`config.mk`:
```
export PLATFORM = sky130hd
export DESIGN_NAME = baby_beat_sequencer
export DESIGN_NICKNAME = d
export VERILOG_FILES = /design/src/rtl/baby_beat_sequencer.sv
export SDC_FILE = /design/constraint.sdc
export NUM_CORES = 1
export LEC_CHECK = 0
export CAP_MARGIN = 0
export CORE_ASPECT_RATIO = 1.1
export CORE_MARGIN = 4
export CORE_UTILIZATION = 35
export DETAILED_ROUTE_END_ITERATION = 8
export GPL_ROUTABILITY_DRIVEN = 0
export PLACE_DENSITY_LB_ADDON = 0.1
export REMOVE_ABC_BUFFERS = 1
export SLEW_MARGIN = 20
export SYNTH_ARGS = -nofsm -noshare
export SYNTH_HDL_FRONTEND = slang
export SYNTH_SLANG_ARGS = --single-unit
```
`constraint.sdc`:
```
create_clock -name CLK -period 3.5 [get_ports CLK]
set_clock_uncertainty 0.05 [all_clocks]
set_input_delay 0.875 -clock CLK [delete_from_list [all_inputs] [get_ports CLK]]
set_output_delay 0.875 -clock CLK [all_outputs]
set_load 0.005 [all_outputs]
```
`src/rtl/baby_beat_sequencer.sv`:
```
// baby_beat_sequencer: beat timing FSM (SCAN1/ACTION1/SCAN2/ACTION2) driving a ttl191 digit counter.
// Optional instruction counter enabled by defining BABY_SEQ_INSTR_COUNT_EN.
module baby_beat_sequencer #(
  parameter int DIGIT_WIDTH     = 5,
  parameter int DIGITS_PER_BEAT = 32
) (
  input  logic                   CLK,
  input  logic                   RESET,
  input  logic [DIGIT_WIDTH-1:0] CNT_Q,
  input  logic                   START,
  input  logic                   STEP,
  input  logic                   RUN,
  input  logic                   STOP_REQ,
  output logic                   LOAD_n,
  output logic                   CTEN_n,
  output logic [DIGIT_WIDTH-1:0] PRESET,
  output logic [1:0]             BEAT,
  output logic                   SCAN,
  output logic                   ACTION,
  output logic                   BEAT_START,
  output logic                   STOP_LAMP,
  output logic [15:0]            INSTR_COUNT
);
  typedef enum logic [2:0] {STOPPED, SCAN1, ACTION1, SCAN2, ACTION2} state_t;
  localparam logic [DIGIT_WIDTH-1:0] TC = DIGIT_WIDTH'(DIGITS_PER_BEAT - 1);
  state_t state, state_n;
  logic   pending, pend_n, step_mode, step_n, stopped, tc;
  assign stopped = (state == STOPPED);
  // >= rather than == so a counter that powers up out of range still ends the beat
  assign tc = !stopped && (CNT_Q >= TC);
  assign CTEN_n = stopped;
  assign LOAD_n = ~(stopped | tc);
  assign PRESET = '0;
  assign STOP_LAMP = stopped;
  assign BEAT = {state == SCAN2 || state == ACTION2, state == ACTION1 || state == ACTION2};
  assign SCAN = state == SCAN1 || state == SCAN2;
  assign ACTION = state == ACTION1 || state == ACTION2;
  always_comb begin
    state_n = state;
    step_n = step_mode;
    pend_n = pending;
    if (stopped) begin
      if (STEP || (START && RUN)) begin
        state_n = SCAN1;
        step_n = STEP;
        pend_n = 1'b0;
      end
    end else begin
      pend_n = pending | ~RUN | step_mode | (state == ACTION1 && STOP_REQ);
      if (tc)
        state_n = state == SCAN1 ? ACTION1 : state == ACTION1 ? SCAN2 :
                  state == SCAN2 ? ACTION2 : pend_n ? STOPPED : SCAN1;
    end
  end
  always_ff @(posedge CLK or posedge RESET) begin
    if (RESET) begin
      state <= STOPPED;
      pending <= 1'b0;
      step_mode <= 1'b0;
      BEAT_START <= 1'b0;
    end else begin
      state <= state_n;
      pending <= pend_n;
      step_mode <= step_n;
      BEAT_START <= (state_n != state) && (state_n != STOPPED);
    end
  end
`ifdef BABY_SEQ_INSTR_COUNT_EN
  always_ff @(posedge CLK or posedge RESET) begin
    if (RESET) INSTR_COUNT <= '0;
    else if (state == ACTION2 && tc && INSTR_COUNT != 16'hFFFF) INSTR_COUNT <= INSTR_COUNT + 16'd1;
  end
`else
  assign INSTR_COUNT = 16'h0000;
`endif
endmodule

```
==> qor.txt, run 1 <==
Multi-input logic area = 260 um2
Main combinational cell family by area after synthesis = buffers and inverters
Largest net degree at the start of global routing = 8
Diode count = 0
# hold bufs at CTS = 0
Antenna violations before repair = 0
DIE WIDTH = 45.0 um
CP top delay family = buffers and inverters
CTS tree = done
Max incr delay on CP = 510 ps
XOR/XNOR Fraction of Synth Area = 0
Area delta synth->final = 23.8%
RR Startpoint = state[0]$_DFF_PP0_
Fillers = 146
Clk_lat worst skew = 250 ps
Mux contribution to synthesized area = 0.0190
Die footprint = 0.00219 mm2
Core Area = 0.00140 mm2
Routed Antenna Nets = 0
Compound-cell area share of the yosys netlist = 0.164
Yosys reg bits = 6
RSZ-0062 raised after global routing = no
Worst VDD drop = 0.277 mV
Worst hold path class = flip-flop to flip-flop
Cells after synthesis = 63
Crit-path max FO = 5
Hold path start = step_mode$_DFFE_PP0P_
Yosys cell types = 25
Worst R2R Path Depth = 3
Final TNS setup = 0 ps
Hpwl dp = 910 um
Wirelength, routed = 1100 um
Die Ht = 48.7 um
Vias in the first global route = 411
Share of layout cells above drive strength 1 = 0.0617
Req. time, crit path = 2570 ps
Final #Nets = 94
Post-CTS Resized = 0
Final setup vio count = 0
CTS max path bufs = 2
Slowest-stage cell, CP = clkdlybuf4s50_1
Total global-route track usage = 0.110
Tcrit/Tclk final = 0.925
Setup CP Type = primary input to primary output
Drc violations = 0
Initial DRT Pass Iterations = 4
DR vias = 444
Final core utilization = 0.465
Number of max-cap violations = 0
Register area share after synthesis = 0.285
CP Cell Sequence = clkdlybuf4s50_1, and4_1, and2_1, nor2_1, clkdlybuf4s50_1
Worst path arrival time = 2310 ps
1st-iter DRT viols = 3
Sequential cell area = 150 um2
CP bufs+invs = 2
Area leader, netlist = buf_4
Clock slew at reported path FFs = 50 ps
Synth top area share = 0.328
Syn Area/Cell = 8.36 um2
Hold Path End = step_mode$_DFFE_PP0P_
Grt ovf = 0
TritonCTS Buffers = 3
F_max = 309 MHz
RR Endpoint = step_mode$_DFFE_PP0P_
R2R Setup Slk = 2210 ps
Critical Path Sink Type = primary output
Num rows = 14
Vias per cell = 4.58
Startpoint Class = primary input
Synth Area in Adders = 0
Pins Over Slew Limit = 0
Worst hold stages = 1
Initial Util = 0.376
Avg WL per Cell = 11.3 um
CP dominant cell by count = clkdlybuf4s50_1
Pwr Total = 0.400 mW
Setup bufs post-CTS = 0
PD cells = 613 mW/mm2
Top cells by area, synth = buf_4 33%, dfrtp_1 29%, inv_1 3.6%
CTS sink count = 6
Io pins = 40
Final Hold Vio Count = 0
Number of H-tree levels = 1
Pleak = 0.309 nW
Synth warnings = 0
Min Clock Period, post-route = 3240 ps
Mapped Area = 527 um2
Simple-gate share of the synthesized area = 0.162
First-pass GRT wire length = 1720 um
Worst hold slack = 463 ps
Root Buffer = clkbuf_4
Status = completed
Number of port buffers = 18
==> metal layers <==
layer / wire length (um) / global-route usage / up-vias
met5: 0 / 0 / -
met4: 52 / 0.132 / 0
met3: 147 / 0.0148 / 4
met2: 484 / 0.160 / 34
met1: 413 / 0.119 / 195
li1: - / - / 211
==> power by group <==
part / leakage (nW) / total (mW) / internal [mW] / switching (mW)
Combinational: 0.227 / 0.195 / 0.113 / 0.0820
Sequential: 0.0676 / 0.139 / 0.0970 / 0.0424
Clock: 0.0138 / 0.0656 / 0.0389 / 0.0267
Total: 0.309 / 0.400 / 0.249 / 0.151
==> kinds of logic (layout without fill, tap and decap cells) <==
logic type	after synthesis	count (layout)
other	1	21
buffers and inverters	28	26
DFF	6	6
muxes	1	1
AOI/OAI and AO/OA	13	13
and+or+nand+nor	14	14
==> cells in the final DEF, fill, tap and decap left out <==
cell type        instances
nor2b_2                  1
and4_1                   2
a21o_1                   1
a22oi_1                  1
a21oi_1                  2
clkbuf_4                 3
nor3b_1                  1
inv_1                    5
o21ai_1                  1
a22o_1                   1
o221ai_1                 1
nor3_2                   1
a21boi_1                 1
o31ai_1                  1
conb_1                  21
and2_1                   1
mux2i_1                  1
dfrtp_1                  6
nand2_1                  3
nor2_1                   2
nand4_1                  1
clkdlybuf4s50_1         18
o21ai_0                  3
a211o_1                  1
nand3_1                  1
nor3_1                   1
==> final cells by class <==
type | count | area share
Sequential cell | 6 | 0.230
Inverter | 5 | 0.0288
Clock buffer | 3 | 0.0345
Timing Repair Buffer | 18 | 0.276
Tap cell | 16 | 0.0307
Multi-Input combinational cell | 49 | 0.399
==> through the flow <==
step | setup slack, ps | instance area, um2 | std cells
6_report | 262 | 652 | 97
5_1_grt | 181 | 652 | 97
4_1_cts | 257 | 652 | 97
3_5_place_dp | 257 | 629 | 94
3_3_place_gp | 275 | 629 | 94
2_1_floorplan | 1190 | 429 | 60
==> worst register-to-register path, delay by kind of cell (launching register included) <==
kind             cells  cell delay (ps)
AO/OA/AOI/OAI        1              190
flip-flops           1              450
AND/OR/NAND/NOR      2              500
==> synthesized netlist by cell type, drive strengths merged <==
| cell type | n |
|---|---|
| conb | 1 |
| nand3 | 1 |
| a21oi | 2 |
| o21ai | 4 |
| o221ai | 1 |
| nand2 | 3 |
| buf | 23 |
| a21boi | 1 |
| dfrtp | 6 |
| a211o | 1 |
| mux2i | 1 |
| and2 | 1 |
| nor2 | 2 |
| a22o | 1 |
| a22oi | 1 |
| nand4 | 1 |
| nor2b | 1 |
| inv | 5 |
| nor3 | 2 |
| nor3b | 1 |
| o31ai | 1 |
| and4 | 2 |
| a21o | 1 |
==> flip-flops by register name, summed over array words and instances (netlist names) <==
signal,count
state,3
step_mode,1
pending,1
BEAT_START,1
==> worst max-delay path by stage <==
stage              from     end  slack, ps  cells past startpoint
2_1_floorplan  CNT_Q[4]  LOAD_n       1190                      3
3_3_place_gp   CNT_Q[1]  LOAD_n        270                      5
3_5_place_dp   CNT_Q[4]  LOAD_n        260                      5
4_1_cts        CNT_Q[4]  LOAD_n        260                      5
5_1_grt        CNT_Q[0]  LOAD_n        180                      5
6_report       CNT_Q[4]  LOAD_n        260                      5
(Power assumes the default switching activity.)
==> run 2, diff against run 1 <==
Settings changed: CELL_PAD_IN_SITES_DETAIL_PLACEMENT set to 1, CELL_PAD_IN_SITES_GLOBAL_PLACEMENT set to 1, CORE_UTILIZATION 35 to 23, GPL_TIMING_DRIVEN set to 0.
==> qor.txt, run 2 (same netlist as run 1, synthesis figures left out) <==
Status = completed
Num rows = 17 (+3)
CTS sink count = 6 (unchanged)
Top layer in use = met3
F_max = 306 MHz (-0.78%)
CP bufs+invs = 2 (unchanged)
Fillers = 278 (+90%)
RR Endpoint = step_mode$_DFFE_PP0P_
TritonCTS Buffers = 3 (unchanged)
Max reg flops = 3 (unchanged)
Place WS = 220 ps (-37.6 ps)
Switch Pwr = 0.148 mW (-1.8%)
CP top delay family = buffers and inverters
Clk_lat worst skew = 240 ps (about the same)
Setup bufs post-CTS = 0 (unchanged)
CTS max path bufs = 2 (unchanged)
Final core utilization = 0.320 (-0.145)
Hpwl dp = 986 um (+8.3%)
Clock slew at reported path FFs = 50 ps (about the same)
CP dominant cell by count = clkdlybuf4s50_1
DRT met1 WL = 511 um (+24%)
Number of max-cap violations = 0 (unchanged)
Met3 wire len = 101 um (-31%)
Routed Antenna Nets = 0 (unchanged)
Final setup vio count = 0 (unchanged)
PD cells = 595 mW/mm2 (-3.0%)
Number of H-tree levels = 1 (unchanged)
Area delta synth->final = 26.6%
Wirelength, routed = 1180 um (+7.6%)
Startpoint Class = primary input
Worst hold path class = flip-flop to flip-flop
Clock power share = 0.163 (about the same)
Worst hold slack = 465 ps (+2.17 ps)
Worst hold stages = 1 (unchanged)
Switching share of power = 0.374 (-0.00400)
Pwr Total = 0.397 mW (-0.78%)
Final TNS setup = 0 ps (unchanged)
Final Hold Vio Count = 0 (unchanged)
Share of layout cells above drive strength 1 = 0.0617 (unchanged)
CP Cell Sequence = clkdlybuf4s50_1, and4_1, and2_1, nor2_1, clkdlybuf4s50_1
Core Area = 0.00208 mm2 (+49%)
Critical Path Sink Type = primary output
Root Buffer = clkbuf_4
Req. time, crit path = 2570 ps (about the same)
Worst R2R Path Depth = 3 (unchanged)
DIE WIDTH = 53.6 um (+19%)
Antenna violations before repair = 0 (unchanged)
Vias per cell = 3.93 (-14%)
Crit-path max FO = 5 (unchanged)
Diode count = 0 (unchanged)
Vias in the first global route = 403 (-1.9%)
Pleak = 0.309 nW (about the same)
First-pass GRT wire length = 1720 um (unchanged)
Max incr delay on CP = 460 ps (-50 ps)
Detailed route wirelength on metal2 = 568 um (+17%)
Die footprint = 0.00312 mm2 (+42%)
Hold path start = step_mode$_DFFE_PP0P_
Pins Over Slew Limit = 0 (unchanged)
Min Clock Period, post-route = 3260 ps (+25.5 ps)
Number of port buffers = 18 (unchanged)
DR vias = 428 (-3.6%)
Grt ovf = 0 (unchanged)
1st-iter DRT viols = 8 (+5)
Commonest cells after routing, fill and taps aside = 21 x conb_1, 18 x clkdlybuf4s50_1, 6 x dfrtp_1, 5 x inv_1
Setup CP Type = primary input to primary output
Stages on worst setup path = 5 (unchanged)
Most common cell after layout, fill and taps aside = conb_1
Hold Path End = step_mode$_DFFE_PP0P_
Avg WL per Cell = 10.8 um (-4.3%)
Largest Register = state
RR Startpoint = state[2]$_DFF_PP0_
Seq pwr share = 0.352 (+0.003)
Initial DRT Pass Iterations = 2 (-2)
Tcrit/Tclk final = 0.933 (+0.00729)
Largest net degree at the start of global routing = 8 (unchanged)
# hold bufs at CTS = 0 (unchanged)
RSZ-0062 raised after global routing = no
CTS tree = done
R2R Setup Slk = 2200 ps (about the same)
Drc violations = 0 (unchanged)
Total global-route track usage = 0.0741 (-0.0361)
Slowest-stage cell, CP = clkdlybuf4s50_1
Worst VDD drop = 0.160 mV (-42%)
Post-CTS Resized = 0 (unchanged)
Die Ht = 58.2 um (+20%)
Worst path arrival time = 2340 ps (+30 ps)
Initial Util = 0.253 (-0.123)
Comb power frac = 0.485 (-0.002)
Io pins = 40 (unchanged)
Fin worst setup slack = 236 ps (-25.5 ps)
Cell internal pwr = 0.248 mW (-0.15%)
Final #Nets = 94 (unchanged)
[run 2: cell counts in the layout (fill, tap and decap cells not counted)]
Identical to the previous run, type by type.
[run 2: worst max-delay path by stage]
stage          startpoint      to  slack (ps)
5_1_grt          CNT_Q[4]  LOAD_n         180
6_report         CNT_Q[4]  LOAD_n         240
2_1_floorplan    CNT_Q[4]  LOAD_n        1190
3_5_place_dp     CNT_Q[4]  LOAD_n         220
4_1_cts          CNT_Q[4]  LOAD_n         220
3_3_place_gp     CNT_Q[4]  LOAD_n         230
[run 2: worst reg2reg max path, cell delays in order, from the launching register on]
cell and delay [ps]:
dfrtp_1 470, nor3_2 360, nand3_1 120, a22o_1 190
[run 2: metrics by stage]
step / area, um2 / cells
finish: 667 / 109
global route: 667 / 109
floorplan: 429 / 60
global placement: 644 / 106
CTS: 667 / 109
detailed placement: 644 / 106
[run 2: area by class of cell]
| type | count | area, um2 | area share |
|---|---|---|---|
| well taps | 28 | 35.0 | 0.0525 |
| inverters | 5 | 18.8 | 0.0281 |
| multi-input cells | 49 | 260 | 0.390 |
| repair buffers | 18 | 180 | 0.270 |
| flip-flops and latches | 6 | 150 | 0.225 |
| clock buffers | 3 | 22.5 | 0.0338 |
[run 2: power by group through the flow]
stage	clock network, mW	logic, mW	registers (mW)
final	0.0648	0.192	0.139
after global routing	0.0711	0.215	0.144
after CTS	0.0679	0.196	0.139
after detailed placement	0	0.196	0.139
after global placement	0	0.196	0.141
after floorplan	0	0.0934	0.128
[run 2: layer usage]
| metal | GRT usage | vias up |
|---|---|---|
| met5 | 0 | - |
| met4 | 0.0438 | 0 |
| met3 | 0.0154 | 0 |
| met2 | 0.119 | 22 |
| met1 | 0.0888 | 199 |
| li1 | - | 207 |
==> run 3, diff against run 2 <==
Settings changed: PLACE_DENSITY set to 0.89, PLACE_DENSITY_LB_ADDON 0.1 to not set.
==> qor.txt, run 3 (same netlist as run 1, synthesis figures left out) <==
Antenna violations before repair = 0 (unchanged)
Cell internal pwr = 0.248 mW (about the same)
Tcrit/Tclk final = 0.929 (-0.00383)
Most common cell after layout, fill and taps aside = conb_1
Core Area = 0.00208 mm2 (unchanged)
Vias per cell = 4.02 (+2.3%)
Area delta synth->final = 26.6% (unchanged)
Largest net degree at the start of global routing = 8 (unchanged)
Number of H-tree levels = 1 (unchanged)
Switch Pwr = 0.148 mW (-0.31%)
Clk_lat worst skew = 240 ps (about the same)
Final core utilization = 0.320 (unchanged)
Hold path start = step_mode$_DFFE_PP0P_
Critical Path Sink Type = primary output
Wirelength, routed = 1180 um (about the same)
Place WS = 241 ps (+21.2 ps)
Commonest cells after routing, fill and taps aside = 21 x conb_1, 18 x clkdlybuf4s50_1, 6 x dfrtp_1, 5 x inv_1
Final #Nets = 94 (unchanged)
Setup CP Type = primary input to primary output
Largest Register = state
Clock slew at reported path FFs = 40 ps (about the same)
Drc violations = 0 (unchanged)
DIE WIDTH = 53.6 um (unchanged)
R2R Setup Slk = 2200 ps (about the same)
Initial Util = 0.253 (unchanged)
Number of max-cap violations = 0 (unchanged)
Diode count = 0 (unchanged)
Crit-path max FO = 5 (unchanged)
Pins Over Slew Limit = 0 (unchanged)
Num rows = 17 (unchanged)
Final Hold Vio Count = 0 (unchanged)
Pleak = 0.309 nW (unchanged)
Met2 Usage GRT = 0.138 (+0.0193)
Final TNS setup = 0 ps (unchanged)
Max reg flops = 3 (unchanged)
Avg WL per Cell = 10.8 um (about the same)
DR vias = 438 (+2.3%)
Grt ovf = 0 (unchanged)
Vias in the first global route = 419 (+4.0%)
Seq pwr share = 0.351 (about the same)
Routed Antenna Nets = 0 (unchanged)
Number of port buffers = 18 (unchanged)
Startpoint Class = primary input
Req. time, crit path = 2570 ps (about the same)
Fillers = 273 (-1.8%)
Total global-route track usage = 0.0803 (+0.00622)
Setup bufs post-CTS = 0 (unchanged)
Worst hold stages = 1 (unchanged)
Most Used Layer, Global Route = met2
GR Util met3 = 0.0154 (unchanged)
Hpwl dp = 1010 um (+2.3%)
PD cells = 594 mW/mm2 (about the same)
TritonCTS Buffers = 3 (unchanged)
RR Endpoint = step_mode$_DFFE_PP0P_
Final setup vio count = 0 (unchanged)
Hold Path End = step_mode$_DFFE_PP0P_
Clock power share = 0.155 (-0.008)
CTS tree = done
Status = completed
Die Ht = 58.2 um (unchanged)
RR Startpoint = state[2]$_DFF_PP0_
Switching share of power = 0.373 (-0.000794)
Comb power frac = 0.494 (+0.009)
Worst VDD drop = 0.213 mV (+33%)
F_max = 308 MHz (+0.41%)
Worst hold path class = flip-flop to flip-flop
Share of layout cells above drive strength 1 = 0.0617 (unchanged)
Min Clock Period, post-route = 3250 ps (-13.4 ps)
Worst path arrival time = 2330 ps (about the same)
CTS sink count = 6 (unchanged)
# hold bufs at CTS = 0 (unchanged)
Fin worst setup slack = 250 ps (+13.4 ps)
Initial DRT Pass Iterations = 3 (+1)
Worst R2R Path Depth = 3 (unchanged)
Root Buffer = clkbuf_4
Io pins = 40 (unchanged)
Post-CTS Resized = 0 (unchanged)
1st-iter DRT viols = 1 (-7)
Met1 Usage GRT = 0.0670 (-0.0218)
CTS max path bufs = 2 (unchanged)
First-pass GRT wire length = 1710 um (-0.41%)
Die footprint = 0.00312 mm2 (unchanged)
RSZ-0062 raised after global routing = no
run 3: cell counts in the layout (fill, tap and decap cells not counted):
No cell type changed its count.
run 3: how the worst max path moves through the flow:
stage	end	startpoint	depth (start not counted)	slack, ps
floorplan	LOAD_n	CNT_Q[4]	3	1190
global placement	LOAD_n	CNT_Q[4]	5	250
detailed placement	LOAD_n	CNT_Q[4]	5	240
CTS	LOAD_n	CNT_Q[4]	5	240
global route	LOAD_n	CNT_Q[4]	5	170
finish	LOAD_n	CNT_Q[4]	5	250
run 3: final cells by class:
class / count / area, um2 / area share
clock buffers: 3 / 22.5 / 0.0338
repair buffers: 18 / 180 / 0.270
multi-input cells: 49 / 260 / 0.390
well taps: 28 / 35.0 / 0.0525
flip-flops and latches: 6 / 150 / 0.225
inverters: 5 / 18.8 / 0.0281
run 3: metal layers:
layer  routed length (um)  vias up
met4                   57        0
met3                  140        4
met5                    0        -
met1                  394      199
li1                     -      207
met2                  586       28
run 3: metrics by stage:
stage	cells	hold WS [ps]	total power, mW	instance area, um2
after floorplan	60	417	0.221	429
after global placement	106	436	0.326	644
after detailed placement	106	457	0.337	644
after CTS	109	470	0.402	667
after global routing	109	486	0.428	667
final	109	465	0.396	667
run 3: power by group through the flow:
stage / combinational [mW] / sequential [mW] / clock, mW
2_1_floorplan: 0.0934 / 0.128 / 0
3_3_place_gp: 0.191 / 0.136 / 0
3_5_place_dp: 0.196 / 0.140 / 0
4_1_cts: 0.198 / 0.139 / 0.0650
5_1_grt: 0.217 / 0.145 / 0.0665
6_report: 0.196 / 0.139 / 0.0614
run 3: critical path: stages:
cell	delay, ps
clkdlybuf4s50_1	440
and4_1	270
and2_1	220
nor2_1	60
clkdlybuf4s50_1	450
